<file path="src/rtl/add8_rr_sched.sv">
// Byte-serial W-bit adder that time-shares one external 8-bit adder among NREQ round-robin requesters.
// Optional macro ADD8_RR_SCHED_SAT_EN: saturate rsp_sum to all-ones when the final carry-out is set.
module add8_rr_sched #(
    parameter int NREQ   = 4,
    parameter int NBYTES = 4,
    parameter int IDW    = 2
) (
    input  logic                   clk,
    input  logic                   rst_n,
    input  logic [NREQ-1:0]        req_valid,
    output logic [NREQ-1:0]        req_ready,
    input  logic [NREQ*8*NBYTES-1:0] req_a,
    input  logic [NREQ*8*NBYTES-1:0] req_b,
    output logic                   rsp_valid,
    input  logic                   rsp_ready,
    output logic [IDW-1:0]         rsp_id,
    output logic [8*NBYTES-1:0]    rsp_sum,
    output logic                   rsp_cout,
    output logic [7:0]             add_a,
    output logic [7:0]             add_b,
    input  logic [7:0]             add_s
);
    localparam int W  = 8 * NBYTES;
    localparam int KW = (NBYTES > 1) ? $clog2(NBYTES) : 1;

    typedef enum logic [1:0] {IDLE, ADD, INC, RESP} state_t;

    state_t         state, state_nxt;
    logic [W-1:0]   a_reg, b_reg, sum_reg;
    logic [IDW-1:0] id_reg, ptr, gnt_id;
    logic           gnt_vld;
    logic [KW-1:0]  k;
    logic           cf, c1_reg, cout_reg;
    logic [7:0]     t_reg, byte_a, byte_b;
    logic           c1, cf_inc, last, accept;

    assign byte_a = a_reg[8*k +: 8];
    assign byte_b = b_reg[8*k +: 8];
    // Carry out of the byte add reconstructed from operand MSBs and the sum MSB.
    assign c1     = (byte_a[7] & byte_b[7]) | ((byte_a[7] ^ byte_b[7]) & ~add_s[7]);
    assign cf_inc = c1_reg | (t_reg == 8'hFF);
    assign last   = (k == KW'(NBYTES - 1));
    assign accept = (state == IDLE) && gnt_vld;

    // Round-robin scan starting at ptr, wrapping at NREQ.
    always_comb begin : arb
        int             j;
        logic [IDW-1:0] scan_id;
        gnt_vld = 1'b0;
        gnt_id  = '0;
        j       = 0;
        scan_id = '0;
        for (int i = 0; i < NREQ; i++) begin
            j = int'(ptr) + i;
            if (j >= NREQ) j = j - NREQ;
            scan_id = IDW'(j);
            if (!gnt_vld && req_valid[scan_id]) begin
                gnt_vld = 1'b1;
                gnt_id  = scan_id;
            end
        end
    end

    always_ff @(posedge clk or negedge rst_n) begin
        if (!rst_n) state <= IDLE;
        else        state <= state_nxt;
    end

    always_comb begin
        state_nxt = state;
        case (state)
            IDLE: if (gnt_vld) state_nxt = ADD;
            ADD: begin
                if (cf)        state_nxt = INC;
                else if (last) state_nxt = RESP;
                else           state_nxt = ADD;
            end
            INC:  state_nxt = last ? RESP : ADD;
            RESP: if (rsp_ready) state_nxt = IDLE;
            default: state_nxt = IDLE;
        endcase
    end

    always_comb begin
        add_a     = 8'h00;
        add_b     = 8'h00;
        req_ready = '0;
        rsp_valid = 1'b0;
        case (state)
            IDLE: if (gnt_vld) req_ready[gnt_id] = 1'b1;
            ADD: begin
                add_a = byte_a;
                add_b = byte_b;
            end
            INC: begin
                add_a = t_reg;
                add_b = 8'h01;
            end
            RESP: rsp_valid = 1'b1;
            default: ;
        endcase
    end

    always_ff @(posedge clk or negedge rst_n) begin
        if (!rst_n) begin
            a_reg    <= '0;
            b_reg    <= '0;
            sum_reg  <= '0;
            id_reg   <= '0;
            ptr      <= '0;
            k        <= '0;
            cf       <= 1'b0;
            c1_reg   <= 1'b0;
            cout_reg <= 1'b0;
            t_reg    <= 8'h00;
        end else begin
            if (accept) begin
                a_reg  <= req_a[gnt_id*W +: W];
                b_reg  <= req_b[gnt_id*W +: W];
                id_reg <= gnt_id;
                k      <= '0;
                cf     <= 1'b0;
                ptr    <= (int'(gnt_id) == NREQ - 1) ? '0 : gnt_id + 1'b1;
            end
            if (state == ADD) begin
                if (cf) begin
                    // Pending carry: hold the raw byte sum for the +1 pass.
                    t_reg  <= add_s;
                    c1_reg <= c1;
                end else begin
                    sum_reg[8*k +: 8] <= add_s;
                    cf                <= c1;
                    if (last) cout_reg <= c1;
                    else      k        <= k + 1'b1;
                end
            end
            if (state == INC) begin
                sum_reg[8*k +: 8] <= add_s;
                cf                <= cf_inc;
                if (last) cout_reg <= cf_inc;
                else      k        <= k + 1'b1;
            end
        end
    end

    assign rsp_id   = id_reg;
    assign rsp_cout = cout_reg;
`ifdef ADD8_RR_SCHED_SAT_EN
    assign rsp_sum  = cout_reg ? {W{1'b1}} : sum_reg;
`else
    assign rsp_sum  = sum_reg;
`endif

endmodule

</file>
<file path="config.mk">
export PLATFORM = sky130hd
export DESIGN_NAME = add8_rr_sched
export DESIGN_NICKNAME = d
export VERILOG_FILES = /design/src/rtl/add8_rr_sched.sv
export SDC_FILE = /design/constraint.sdc
export NUM_CORES = 1
export LEC_CHECK = 0
export BUFFER_PORTS_ARGS = -buffer_cell sky130_fd_sc_hd__buf_2
export CORE_MARGIN = 3
export CORE_UTILIZATION = 40
export CTS_BUF_LIST = sky130_fd_sc_hd__clkbuf_4 sky130_fd_sc_hd__clkbuf_8
export DETAILED_ROUTE_END_ITERATION = 16
export PLACE_DENSITY = 0.7
export SETUP_SLACK_MARGIN = 0.5
export SYNTH_ARGS = -nofsm -noshare
export SYNTH_HDL_FRONTEND = slang
export SYNTH_SLANG_ARGS = --single-unit
</file>
<file path="constraint.sdc">
create_clock -name clk -period 2.5 [get_ports clk]
set_input_delay 0.25 -clock clk [delete_from_list [all_inputs] [get_ports clk]]
set_output_delay 0.25 -clock clk [all_outputs]
set_load 0.02 [all_outputs]
</file>
## After elaboration in Yosys (flattened, before gate mapping)

Index checks and enable logic that the tools add are counted.

- Reduce and logical (&&, ||, !) cells: 11
- Magnitude comparators: 10
- Shifts and indexed selects: 6
- Multiplexer cells: 53
- $mul: 0
- Add/sub/neg operators: 10
- Bitwise gates (word level): 6
- Equality and inequality tests: 8
- Div/mod/pow operators: 0

Operators by type and width:

| cell | number |
|---|---|
| variable part select 128 x 8 -> 32 bit | 2 |
| two-way mux 32 bit | 3 |
| bitwise mux 32 bit | 2 |
| variable part select 32 x 6 -> 8 bit | 2 |
| two-way mux 2 bit | 19 |
| negation 5 -> 34 bit | 1 |
| variable shift 8 x 34 -> 32 bit (first input constant) | 1 |
| variable part select 8 x 34 -> 32 bit | 1 |
| one-hot mux 8 bit (2 select lines) | 2 |
| two-way mux 1 bit | 19 |
| less-than comparator 2 x 3 -> 1 bit (second input constant) | 5 |
| greater-or-equal comparator 3 bit (second input constant) | 3 |
| binary-select mux 1 bit (select 2 bit) | 4 |
| == test 8 bit (second input constant) | 1 |
| two-way mux 4 bit | 2 |
| one-hot mux 2 bit (4 select lines) | 1 |
| subtractor 2 x 1 -> 2 bit (second input constant) | 4 |
| adder 2 x 2 -> 3 bit (second input constant) | 2 |
| == test 2 bit (second input constant) | 3 |
| logical AND 1 bit | 5 |
| adder 2 x 1 -> 2 bit (second input constant) | 2 |
| == test 2 x 1 -> 1 bit (second input constant) | 2 |
| inequality test 2 bit (second input constant) | 2 |
| AND reduction 2 bit | 2 |
| other kinds (10) | 14 |

- Word-level logic and storage cells: 115
- Output and inout bits: 56
- RAM bits: 0
- Flip-flop bits (word level): 115
- ROM bits: 0
- Memories kept: 0
- Bits in latches: 0

## Depth between registers and ports, before layout

Gate-level depths: netlist of run 1.

- Word-level depth: 21
- Gate-level depth with buffers: 9
- Depth with buffers taken out: 7

## Least setup slack after synthesis of run 1

No wires, ideal clock.

- Kind: register to register
- Start point: register k[1]
- End point: register sum_reg[22], in the netlist rsp_sum[22]
- Cell stages (with the launch flop): 8
- Arrival: 2.193 ns
- Library setup time: 0.083 ns
- Data required time: 2.417 ns
- Period minus slack after synthesis: 2.275 ns
- Path slack: 0.225 ns
- Cell sequence: dfrtp_1 -> clkbuf_1 -> buf_1 -> inv_1 -> ha_1 -> nor3b_1 -> nand2_1 -> o21ai_0

- Longest elaborated chain between the ends: 7
- Elaborated cells on any way between the ends: 8
- Classes of those cells: 1 x add/sub; 2 x shift; 5 x mux

Ends and longest elaborated chain:

| item | RTL line | RTL |
|---|---|---|
| start: declaration | 32 | `logic [KW-1:0] k;` |
| start signal: assignment | 134 | `else k <= k + 1'b1;` |
| start signal: assignment | 141 | `else k <= k + 1'b1;` |
| negation 5 -> 34 bit * | 131, 138 |  |
| variable part select 8 x 34 -> 32 bit / variable shift 8 x 34 -> 32 bit (equally long branches) | 131, 138 |  |
| bitwise mux 32 bit | 131 | `sum_reg[8*k +: 8] <= add_s;` |
| two-way mux 32 bit | 126 | `if (cf) begin` |
| two-way mux 32 bit | 125 | `if (state == ADD) begin` |
| bitwise mux 32 bit | 138 | `sum_reg[8*k +: 8] <= add_s;` |
| two-way mux 32 bit * | 137 | `if (state == INC) begin` |
| end signal: indexed assignment | 131 |  |
| end signal: indexed assignment | 138 |  |
| end: declaration | 29 | `logic [W-1:0] a_reg, b_reg, sum_reg;` |

Mark *: on every way between the ends. The rest lies on a longest branch, timed or not.
A chain may end at the register's enable or synchronous reset.

## Worst setup path in the final report of run 1

- Start point: register ptr[1]
- End point: output port req_ready[2]

- Longest elaborated chain between the ends: 20
- Elaborated cells on any way between the ends: 44
- Classes of those cells: 7 x add/sub; 6 x order compare; 24 x mux; 7 x reduce/logical

Ends and longest elaborated chain:

| item | RTL line | RTL |
|---|---|---|
| start: declaration | 30 | `logic [IDW-1:0] id_reg, ptr, gnt_id;` |
| start signal: assignment | 123 | `ptr <= (int'(gnt_id) == NREQ - 1) ? '0 : gnt_id + 1'b1;` |
| parallel branches: the longest is 13 deep, another holds adder 2 x 1 -> 3 bit | -- |  |
| two-way mux 2 bit * | 57 | `if (!gnt_vld && req_valid[scan_id]) begin` |
| via gnt_id[0] | 30 |  |
| less-than comparator 2 x 3 -> 1 bit (not written as such) / greater-or-equal comparator 2 x 1 -> 1 bit (equally long branches) | 90 | `IDLE: if (gnt_vld) req_ready[gnt_id] = 1'b1;` |
| logical AND 1 bit (not written as such) | 90 |  |
| two-way mux 1 bit (not written as such) | 90 |  |
| demux 1 bit (select 2 bit) * | 90 |  |
| two-way mux 4 bit * | 90 |  |
| two-way mux 4 bit * | 89 | `case (state)` |
| end: declaration | 11 | `output logic [NREQ-1:0] req_ready,` |

Mark *: on every way through the listed nets, which the timed path passes. The select of a mux whose other input is x is not followed.

==> reports/metrics.yaml, run 1 <==
yosys:
  yosys.cell_types.count: 44
  ys_warn_count: 0
  syn_avg_cell_area_um2: 10.8
  async_flop_share_pct: 100
  syn-cell-area_um2: 7040
  synth_seq_area_share_pct: 40.9
  ys_seq_elements: 115
  synth_edf_count: 0
  synth-main-ff-cell: "dfrtp_1"
  syn_nets: 938
  syn_inst: 654
worst_setup_path:
  crit_arrival_ns: 2.05
  worstSetupPathType: "reg -> out"
  crit_fanout: 5
  worst_setup_path_end_kind: "output pin"
  worst-endpoint-required_ns: 2.25
  start_kind: "flip-flop"
floorplanning:
  fp.dieW_um: 139
  initial_core_util_pct: 41.7
  core.rowCount: 47
  dieArea_um2: 19200
  coreArea_um2: 16900
  ios: 327
  die_h_um: 139
sta:
  skew_ns: 0.0101
  fmax_mhz: 435
  fin_ws_ns: 0.202
  timing.final.crit_share_pct: 91.9
  timing.setup.tns_ns: 0
  setup_viol: 0
  tightest_slew_ns: 0.772
  rsz0062_at_grt: "true"
  min_period_ns: 2.30
  max-slew-margin-rel_pct: 48.6
  drv_slew: 0
  final_hold_viol_count: 0
placed_design:
  gp_congestion: 0.855
  pre_cts_slack_ns: 0.247
  dp.cells: 1176
  dpl_cell_area_um2: 8820
  dp_hpwl_mm: 17.6
  port-buffer-count: 326
detailed_routing:
  routed_via_density: 5.34
  ant_nets: 0
  routedWlPerCell_um: 19.1
  drt-total-wl_mm: 24.1
  vias: 6719
  drt_iter0_markers: 301
  dr.pass1.iters: 6
  drc: 0
power:
  power.total_mw: 13.6
  p_leak_nw: 5.59
  p_per_area_nw_per_um2: 1310
  ir_drop_v: 0.000697
grt:
  top_usage_layer: "met2"
  grt_pass1_wl_mm: 35.8
  grt.overflow.total: 0
  first_global_vias: 6765
  grtUsageMet2_pct: 39.9
  grt.met3_usage_pct: 5.55
  grtUsageMet1_pct: 29.1
  grt_usage_pct: 23.4
  grt_max_degree: 72
  grt_antenna_before_repair: 8
clocking:
  clkTransAtPathRegs_ns: 0.07
  clock_path_buffers: 2
  clk-insertion-delay-late_ns: 0.44
  cts_tree: "yes"
  clock-sinks: 115
  root_buffer: "clkbuf_8"
  numCtsBuffers: 17
  h-tree-depth: 4
finish:
  fin_cells: 1259
  syn_to_final_growth_pct: 47.5
  drive_gt1_share_pct: 50.7
  fill_cells: 1353
  nNetsFinal: 1304
  design_area_um2: 10400
worst_hold_path:
  worstHoldPathType: "in -> reg"
run_status:
  outcome: "completed"
flow_run:
  cap_violations: 0
[critical path, cell delays in order (launching register included)]
cell      delay, ns
dfrtp_2        0.44
or3b_1         0.37
o21ai_2        0.09
nor2_2         0.06
bufinv_8       0.19
buf_12         0.10
ha_4           0.11
and2_4         0.13
buf_6          0.11
[layout make-up]
cell class / instances / area (um^2) / area share, %
Antenna cell: 6 / 15.0 / 0.145
Inverter: 8 / 47.5 / 0.458
Multi-Input combinational cell: 481 / 4080 / 39.3
Tap cell: 220 / 275 / 2.65
Clock inverter: 13 / 206 / 1.99
Sequential cell: 115 / 2880 / 27.8
Timing Repair Buffer: 397 / 2620 / 25.3
Clock buffer: 19 / 255 / 2.46
[path summary, 6_finish.rpt]
path,depth (start not counted),to,startpoint,slack [ns]
setup / recovery,8,req_ready[2],ptr[1],0.20
hold / removal,3,rsp_sum[9],add_s[1],0.10
setup reg to reg,10,b_reg[14],ptr[1],0.23
hold reg to reg,1,a_reg[22],a_reg[22],0.47
max in group asynchronous,3,a_reg[5],rst_n,1.33
min in group asynchronous,2,rsp_id[0],rst_n,0.37
[cells in the final DEF (no fill, tap or decap), types with 4 or more instances in the layout]
cell / n
inv_1: 5
buf_8: 5
mux2i_2: 14
mux2i_4: 4
o22ai_1: 56
mux4_2: 16
clkbuf_8: 18
clkbuf_16: 5
mux2_2: 8
nand2_1: 77
diode_2: 6
a21o_1: 65
o21ai_1: 9
dfrtp_1: 111
and2_4: 6
buf_12: 12
buf_4: 39
ha_4: 5
dfrtp_2: 4
a32o_1: 7
buf_6: 29
bufinv_16: 5
buf_2: 305
mux2i_1: 111
nand2_2: 4
nor2_1: 10
o21ai_0: 28
o22ai_2: 8
ha_1: 7
and3_4: 7
[report_power, final]
part / switching, mW / internal [mW]
clock: 0.804 / 1.22
combinational: 4.00 / 4.14
sequential: 0.620 / 2.78
[synthesized netlist by cell type, drive strengths merged (8+ instances only)]
| cell | instances | area, um^2 |
|---|---|---|
| mux2i | 129 | 1290 |
| dfrtp | 115 | 2880 |
| nand2 | 81 | 304 |
| a21o | 66 | 495 |
| o22ai | 64 | 400 |
| o21ai | 38 | 194 |
| buf | 32 | 322 |
| clkbuf | 18 | 71.3 |
| mux4 | 16 | 360 |
| ha | 13 | 163 |
| nor2 | 12 | 47.6 |
| a32o | 8 | 80.1 |
| inv | 8 | 32.5 |
| mux2 | 8 | 90.1 |
[timing repair]
action / in CTS / in global routing
resized for setup: 85 / 85
hold buffers: 1 / 0
buffers inserted: 19 / 20
pin swaps: 23 / 10
endpoints found under the setup margin: 104 / 119
gates cloned: 0 / 5
endpoints found under the hold margin: 44 / 0
[logic make-up after synthesis]
group                    share of synthesized area, %
AO/OA/AOI/OAI                                    18.2
AND/OR/NAND/NOR                                  7.87
adder cells (fa/ha/maj)                          2.31
flip-flops                                       40.9
multiplexers                                     24.7
buffers and inverters                            6.04
[metal layers]
metal  part of all wire, %  wire (um)
met5                 0.037          9
met4                   2.5        602
met3                   6.1       1460
met2                    51      12300
met1                    40       9730
[through the flow]
stage | utilization, % | hold slack (ns)
after global placement | 52.3 | 0.304
after floorplan | - | -0.0456
after detailed placement | 52.3 | 0.300
after CTS | 57.8 | 0.0786
final | 61.5 | 0.103
after global routing | 61.5 | 0.0918
(Power assumes the default switching activity.)
==> inputs of run 2 (changes only) <==
- CELL_PAD_IN_SITES_DETAIL_PLACEMENT: not set -> 1
- CELL_PAD_IN_SITES_GLOBAL_PLACEMENT: not set -> 1
- CORE_UTILIZATION: 40 -> 36
- PLACE_DENSITY: 0.7 -> not set
- PLACE_DENSITY_LB_ADDON: not set -> 0.1
==> run 2 against run 1 <==
  * Total power grew 4.8%
  * Worst setup slack improved by 0.045 ns
  * Maximum frequency is 2.0% higher
  * Critical path depth down 4
  * Clock power is 12% lower
  * Design area is 4.8% higher
  * Sequential share of layout area is 1.3 points lower
  * Worst hold slack improved by 0.014 ns
  * Largest power group unchanged
  * Routed wire length grew 12%
  * Combinational power up 10%
==> reports/metrics.yaml, run 2 (same netlist as run 1, synthesis figures left out) <==
sta:
  skew_ns: 0.0145  # was 0.0101 ns
  fmax_mhz: 444  # was 435 MHz
  drv_slew: 0  # unchanged
  rsz0062_at_grt: "true"  # unchanged
  final_hold_viol_count: 0  # unchanged
  timing.setup.tns_ns: 0  # unchanged
  timing.final.crit_share_pct: 90.1  # was 91.9%
  setup_viol: 0  # unchanged
  tightest_slew_ns: 0.627  # was 0.772 ns
  fin_ws_ns: 0.247  # was 0.202 ns
  min_period_ns: 2.25  # was 2.30 ns
  max-slew-margin-rel_pct: 58.2  # was 48.6%
grt:
  grt_max_degree: 49  # was 72
  grt.overflow.total: 0  # unchanged
  grt_pass1_wl_mm: 41.0  # was 35.8 mm
  grtUsageMet1_pct: 30.4  # was 29.1%
  grtUsageMet2_pct: 43.3  # was 39.9%
  grt_antenna_before_repair: 0  # was 8
  top_usage_layer: "met2"  # unchanged
  first_global_vias: 7404  # was 6765
  grt.met3_usage_pct: 5.51  # was 5.55%
  grt_usage_pct: 24.4  # was 23.4%
clocking:
  h-tree-depth: 4  # unchanged
  clkTransAtPathRegs_ns: 0.07  # about the same
  clock-sinks: 115  # unchanged
  cts_tree: "yes"  # unchanged
  clock_path_buffers: 2  # unchanged
  numCtsBuffers: 17  # unchanged
  clk-insertion-delay-late_ns: 0.44  # about the same
  root_buffer: "clkbuf_8"  # unchanged
detailed_routing:
  ant_nets: 0  # unchanged
  routed_via_density: 5.23  # was 5.34
  drc: 0  # unchanged
  vias: 6778  # was 6719
  dr.pass1.iters: 5  # was 6
  routedWlPerCell_um: 20.8  # was 19.1 um
  drt-total-wl_mm: 26.9  # was 24.1 mm
  drt_iter0_markers: 205  # was 301
floorplanning:
  ios: 327  # unchanged
  initial_core_util_pct: 37.1  # was 41.7%
  coreArea_um2: 19000  # was 16900 um^2
  dieArea_um2: 21300  # was 19200 um^2
  core.rowCount: 50  # was 47
  die_h_um: 146  # was 139 um
  fp.dieW_um: 146  # was 139 um
finish:
  insertedDiodeCount: 0  # was 6
  syn_to_final_growth_pct: 54.5  # was 47.5%
  fill_cells: 2106  # was 1353
  drive_gt1_share_pct: 53.9  # was 50.7%
  nNetsFinal: 1308  # was 1304
  seq_area_um2: 2880  # unchanged
  final_cell_mix: "305 x buf_2, 111 x dfrtp_1, 91 x mux2i_1"  # was 305 x buf_2, 111 x mux2i_1, 111 x dfrtp_1
  design_area_um2: 10900  # was 10400 um^2
  multi_input_area_um2: 4330  # was 4080 um^2
  layout_commonest_cell: "buf_2"  # unchanged
placed_design:
  dpl_cell_area_um2: 8910  # was 8820 um^2
  gp_congestion: 0.774  # was 0.855
  port-buffer-count: 326  # unchanged
  dp_hpwl_mm: 18.9  # was 17.6 mm
  pre_cts_slack_ns: 0.300  # was 0.247 ns
worst_setup_path:
  critPathMaxStageDelay_ns: 0.53  # was 0.44 ns
  worstSetupPathType: "reg -> out"  # unchanged
  crit_chain: "buf_8 > mux4_2 > a32o_2 > buf_6"  # was or3b_1 > o21ai_2 > nor2_2 > bufinv_8 > buf_12 > ha_4 > and2_4 > buf_6
  crit_arrival_ns: 2.00  # was 2.05 ns
  critPathBufInv: 2  # was 3
  r2r_cells: 10  # unchanged
  start_kind: "flip-flop"  # unchanged
  cp.depth: 4  # was 8
  cp_slowest_cell: "mux4_2"  # was dfrtp_2
  worst-endpoint-required_ns: 2.25  # about the same
  worst_setup_path_end_kind: "output pin"  # unchanged
  cp_top_family: "multiplexers"  # was simple AND/OR/NAND/NOR gates
  crit_fanout: 7  # was 5
worst_hold_path:
  hold_depth: 3  # unchanged
  worstHoldPathType: "in -> reg"  # unchanged
flow_run:
  cap_violations: 0  # unchanged
run_status:
  outcome: "completed"  # unchanged
power:
  p_leak_nw: 5.66  # was 5.59 nW
  ir_drop_v: 0.000452  # was 0.000697 V
  p_per_area_nw_per_um2: 1310  # about the same
-- run 2: cell count changes in the layout (fill, tap and decap cells not counted), sizes merged --
| cell | before | now |
|---|---|---|
| bufinv | 6 | 2 |
| clkinv | 5 | 3 |
| clkbuf | 24 | 23 |
| clkinvlp | 3 | 4 |
| buf | 391 | 398 |
| diode | 6 | 0 |
| inv | 7 | 8 |
-- run 2: cell type report --
| class | count | share of cell area (%) |
|---|---|---|
| Multi-Input combinational cell | 481 | 39.8 |
| Sequential cell | 115 | 26.5 |
| Timing Repair Buffer | 400 | 26.5 |
| Tap cell | 260 | 2.99 |
| Clock buffer | 22 | 2.78 |
| Clock inverter | 8 | 0.931 |
| Inverter | 8 | 0.402 |
| Timing Repair inverter | 1 | 0.149 |
-- run 2: layer usage --
layer | share of wire (%) | vias up | routed length (um)
li1 | - | 3171 | -
met5 | 0 | - | 0
met2 | 51 | 210 | 13800
met1 | 42 | 3374 | 11300
met4 | 1.5 | 0 | 405
met3 | 5.0 | 23 | 1330
-- run 2: path summary, 6_finish.rpt --
| path | from | endpoint | slack, ns |
|---|---|---|---|
| setup / recovery | k[0] | add_a[6] | 0.25 |
| hold / removal | add_s[3] | rsp_sum[27] | 0.12 |
| setup reg to reg | ptr[1] | a_reg[1] | 0.26 |
| hold reg to reg | rsp_sum[30] | rsp_sum[30] | 0.47 |
| max in group asynchronous | rst_n | k[0] | 1.42 |
| min in group asynchronous | rst_n | b_reg[10] | 0.37 |
-- run 2: tightest hold or removal path, stage by stage --
cell and delay [ns]:
buf_2 0.15, nand2_1 0.07, o21ai_1 0.05
-- run 2: power breakdown --
part / switching, mW / internal (mW) / leakage, nW
registers: 0.678 / 2.79 / 1.45
clock network: 0.783 / 1.01 / 0.199
logic: 4.38 / 4.59 / 4.01
-- run 2: stage by stage --
step / hold WS, ns / utilization (%) / power (mW) / instances
2_1_floorplan: -0.0456 / - / 8.05 / 654
3_3_place_gp: 0.312 / 47.0 / 9.87 / 1221
3_5_place_dp: 0.309 / 47.0 / 9.99 / 1221
4_1_cts: 0.103 / 55.0 / 13.6 / 1283
5_1_grt: 0.119 / 57.4 / 15.1 / 1295
6_report: 0.117 / 57.4 / 14.2 / 1295
-- run 2: repair_timing --
item	4_1_cts	5_1_grt
cloned	11	1
resized for setup	161	74
endpoints found under the hold margin	41	0
buffers inserted	20	11
pin swaps	41	30
hold buffers	1	0
endpoints found under the setup margin	109	112
==> inputs of run 3 (changes only) <==
- RECOVER_POWER: not set -> 100
==> run 3 against run 2 <==
  * Design area decreased by 3.5%
  * Clock power barely moved
  * Via count down 0.55%
  * Clock skew decreased by 0.00083 ns
  * Die area unchanged
  * Flip-flop and latch count unchanged
  * Combinational power is 6.7% lower
  * Critical path type is now reg -> reg
  * Largest cell class unchanged
==> reports/metrics.yaml, run 3 (same netlist as run 1, synthesis figures left out) <==
worst_setup_path:
  worst-endpoint-required_ns: 2.83  # was 2.25 ns
  crit_arrival_ns: 2.66  # was 2.00 ns
  crit_fanout: 5  # was 7
  worstSetupPathType: "reg -> reg"  # was reg -> out
  worst_setup_path_end_kind: "flip-flop"  # was output pin
  ff2ff_setup_slack_ns: 0.17  # was 0.26 ns
  start_kind: "flip-flop"  # unchanged
clocking:
  root_buffer: "clkbuf_8"  # unchanged
  h-tree-depth: 4  # unchanged
  clkTransAtPathRegs_ns: 0.07  # about the same
  clock-sinks: 115  # unchanged
  cts_tree: "yes"  # unchanged
  clk-insertion-delay-late_ns: 0.44  # about the same
  clock_path_buffers: 2  # unchanged
  numCtsBuffers: 17  # unchanged
detailed_routing:
  vias: 6741  # was 6778
  ant_nets: 0  # unchanged
  drc: 0  # unchanged
  dr.pass1.iters: 4  # was 5
  drt-total-wl_mm: 26.9  # about the same
  drt_iter0_markers: 190  # was 205
  routedWlPerCell_um: 20.7  # was 20.8 um
  routed_via_density: 5.21  # was 5.23
sta:
  timing.setup.tns_ns: 0  # unchanged
  drv_slew: 0  # unchanged
  fin_ws_ns: 0.165  # was 0.247 ns
  rsz0062_at_grt: "true"  # unchanged
  fmax_mhz: 428  # was 444 MHz
  final_hold_viol_count: 0  # unchanged
  tightest_slew_ns: 1.21  # was 0.627 ns
  min_period_ns: 2.33  # was 2.25 ns
  timing.final.crit_share_pct: 93.4  # was 90.1%
  setup_viol: 0  # unchanged
  skew_ns: 0.0137  # was 0.0145 ns
  max-slew-margin-rel_pct: 19.6  # was 58.2%
  hold_ws_ns: 0.125  # was 0.117 ns
floorplanning:
  dieArea_um2: 21300  # unchanged
  ios: 327  # unchanged
  die_h_um: 146  # unchanged
  core.rowCount: 50  # unchanged
  coreArea_um2: 19000  # unchanged
  initial_core_util_pct: 37.1  # unchanged
  fp.dieW_um: 146  # unchanged
placed_design:
  pre_cts_slack_ns: 0.300  # unchanged
  gp_congestion: 0.774  # unchanged
  dpl_cell_area_um2: 8910  # unchanged
  port-buffer-count: 326  # unchanged
  dp_hpwl_mm: 18.9  # unchanged
grt:
  grt.overflow.total: 0  # unchanged
  grt_antenna_before_repair: 0  # unchanged
  grt_pass1_wl_mm: 41.0  # unchanged
  grt_max_degree: 49  # unchanged
  grt_usage_pct: 24.4  # unchanged
  first_global_vias: 7404  # unchanged
power:
  pwr-share-clk_pct: 13.1  # was 12.6%
  power_switching_mw: 5.69  # was 5.84 mW
  p_per_area_nw_per_um2: 1300  # was 1310 nW/um^2
  ir_drop_v: 0.000443  # was 0.000452 V
  seqPwrFrac_pct: 25.5  # was 24.3%
  combPwrFrac_pct: 61.4  # was 63.1%
  internal-power_mw: 7.93  # was 8.39 mW
  swShare_pct: 41.8  # was 41.0%
  p_leak_nw: 5.46  # was 5.66 nW
finish:
  layout_commonest_cell: "buf_2"  # unchanged
  nNetsFinal: 1308  # unchanged
  insertedDiodeCount: 0  # unchanged
  final_cell_mix: "269 x buf_2, 114 x dfrtp_1, 105 x mux2i_1"  # was 305 x buf_2, 111 x dfrtp_1, 91 x mux2i_1
  syn_to_final_growth_pct: 49.1  # was 54.5%
  fill_cells: 2161  # was 2106
  drive_gt1_share_pct: 46.3  # was 53.9%
  multi_input_area_um2: 4140  # was 4330 um^2
  design_area_um2: 10500  # was 10900 um^2
  seq_area_um2: 2880  # about the same
run_status:
  outcome: "completed"  # unchanged
flow_run:
  cap_violations: 0  # unchanged
worst_hold_path:
  worstHoldPathType: "in -> reg"  # unchanged
[run 3: cell types whose count changed in the layout (fill, tap and decap cells not counted), moves of 9 or more]
| cell | delta |
|---|---|
| clkbuf_2 | +10 |
| mux2i_2 | -13 |
| mux2i_1 | +14 |
| buf_2 | -36 |
| clkbuf_1 | +44 |
| buf_4 | -9 |
[run 3: layout make-up]
class                   count  share of cell area (%)
clock inverters             8                   0.965
repair inverters            1                   0.155
inverters                   8                   0.417
well taps                 260                    3.10
clock buffers              22                    2.88
repair buffers            400                    25.6
flip-flops and latches    115                    27.4
multi-input cells         481                    39.4
[run 3: metal layers]
metal	global-route usage [%]	wire length, um
met1	30.4	11300
met2	43.3	13700
met3	5.51	1390
met4	5.08	435
met5	0	0
[run 3: what timing repair did]
action / 4_1_cts / 5_1_grt
endpoints found under the hold margin: 41 / 0
resized for setup: 161 / 74
gates cloned: 11 / 1
pin swaps: 41 / 30
buffers inserted: 20 / 11
setup endpoints to repair: 109 / 112
hold buffers: 1 / 0
[run 3: worst paths after layout]
path                               start  depth (start not counted)           to
worst max-delay path              ptr[1]                         10    b_reg[30]
worst min-delay path            add_s[3]                          3  rsp_sum[19]
worst max register to register    ptr[1]                         10    b_reg[30]
worst min register to register  b_reg[3]                          1     b_reg[3]
max in group asynchronous          rst_n                          3    b_reg[27]
min in group asynchronous          rst_n                          2    b_reg[12]
[run 3: worst max-delay path, stage by stage, from the launching register on]
cell,delay (ns)
dfrtp_1,0.46
or3b_1,0.40
o21ai_2,0.11
nor2_4,0.11
inv_8,0.10
buf_12,0.14
clkbuf_1,0.10
clkbuf_1,0.26
mux2i_1,0.28
o22ai_1,0.12
a21o_1,0.16
[run 3: through the flow]
step                power, mW  utilization, %  instances
global placement         9.87            47.0       1221
global route             14.5            55.4       1295
floorplan                8.05               -        654
detailed placement       9.99            47.0       1221
finish                   13.6            55.4       1295
CTS                      13.6            55.0       1283
[run 3: power by group through the flow]
stage               clock network (mW)  logic, mW  registers (mW)
floorplan                            0       4.54            3.50
global placement                     0       6.40            3.47
detailed placement                   0       6.50            3.49
CTS                               1.83       8.35            3.46
global route                      1.90       9.03            3.56
finish                            1.78       8.37            3.47
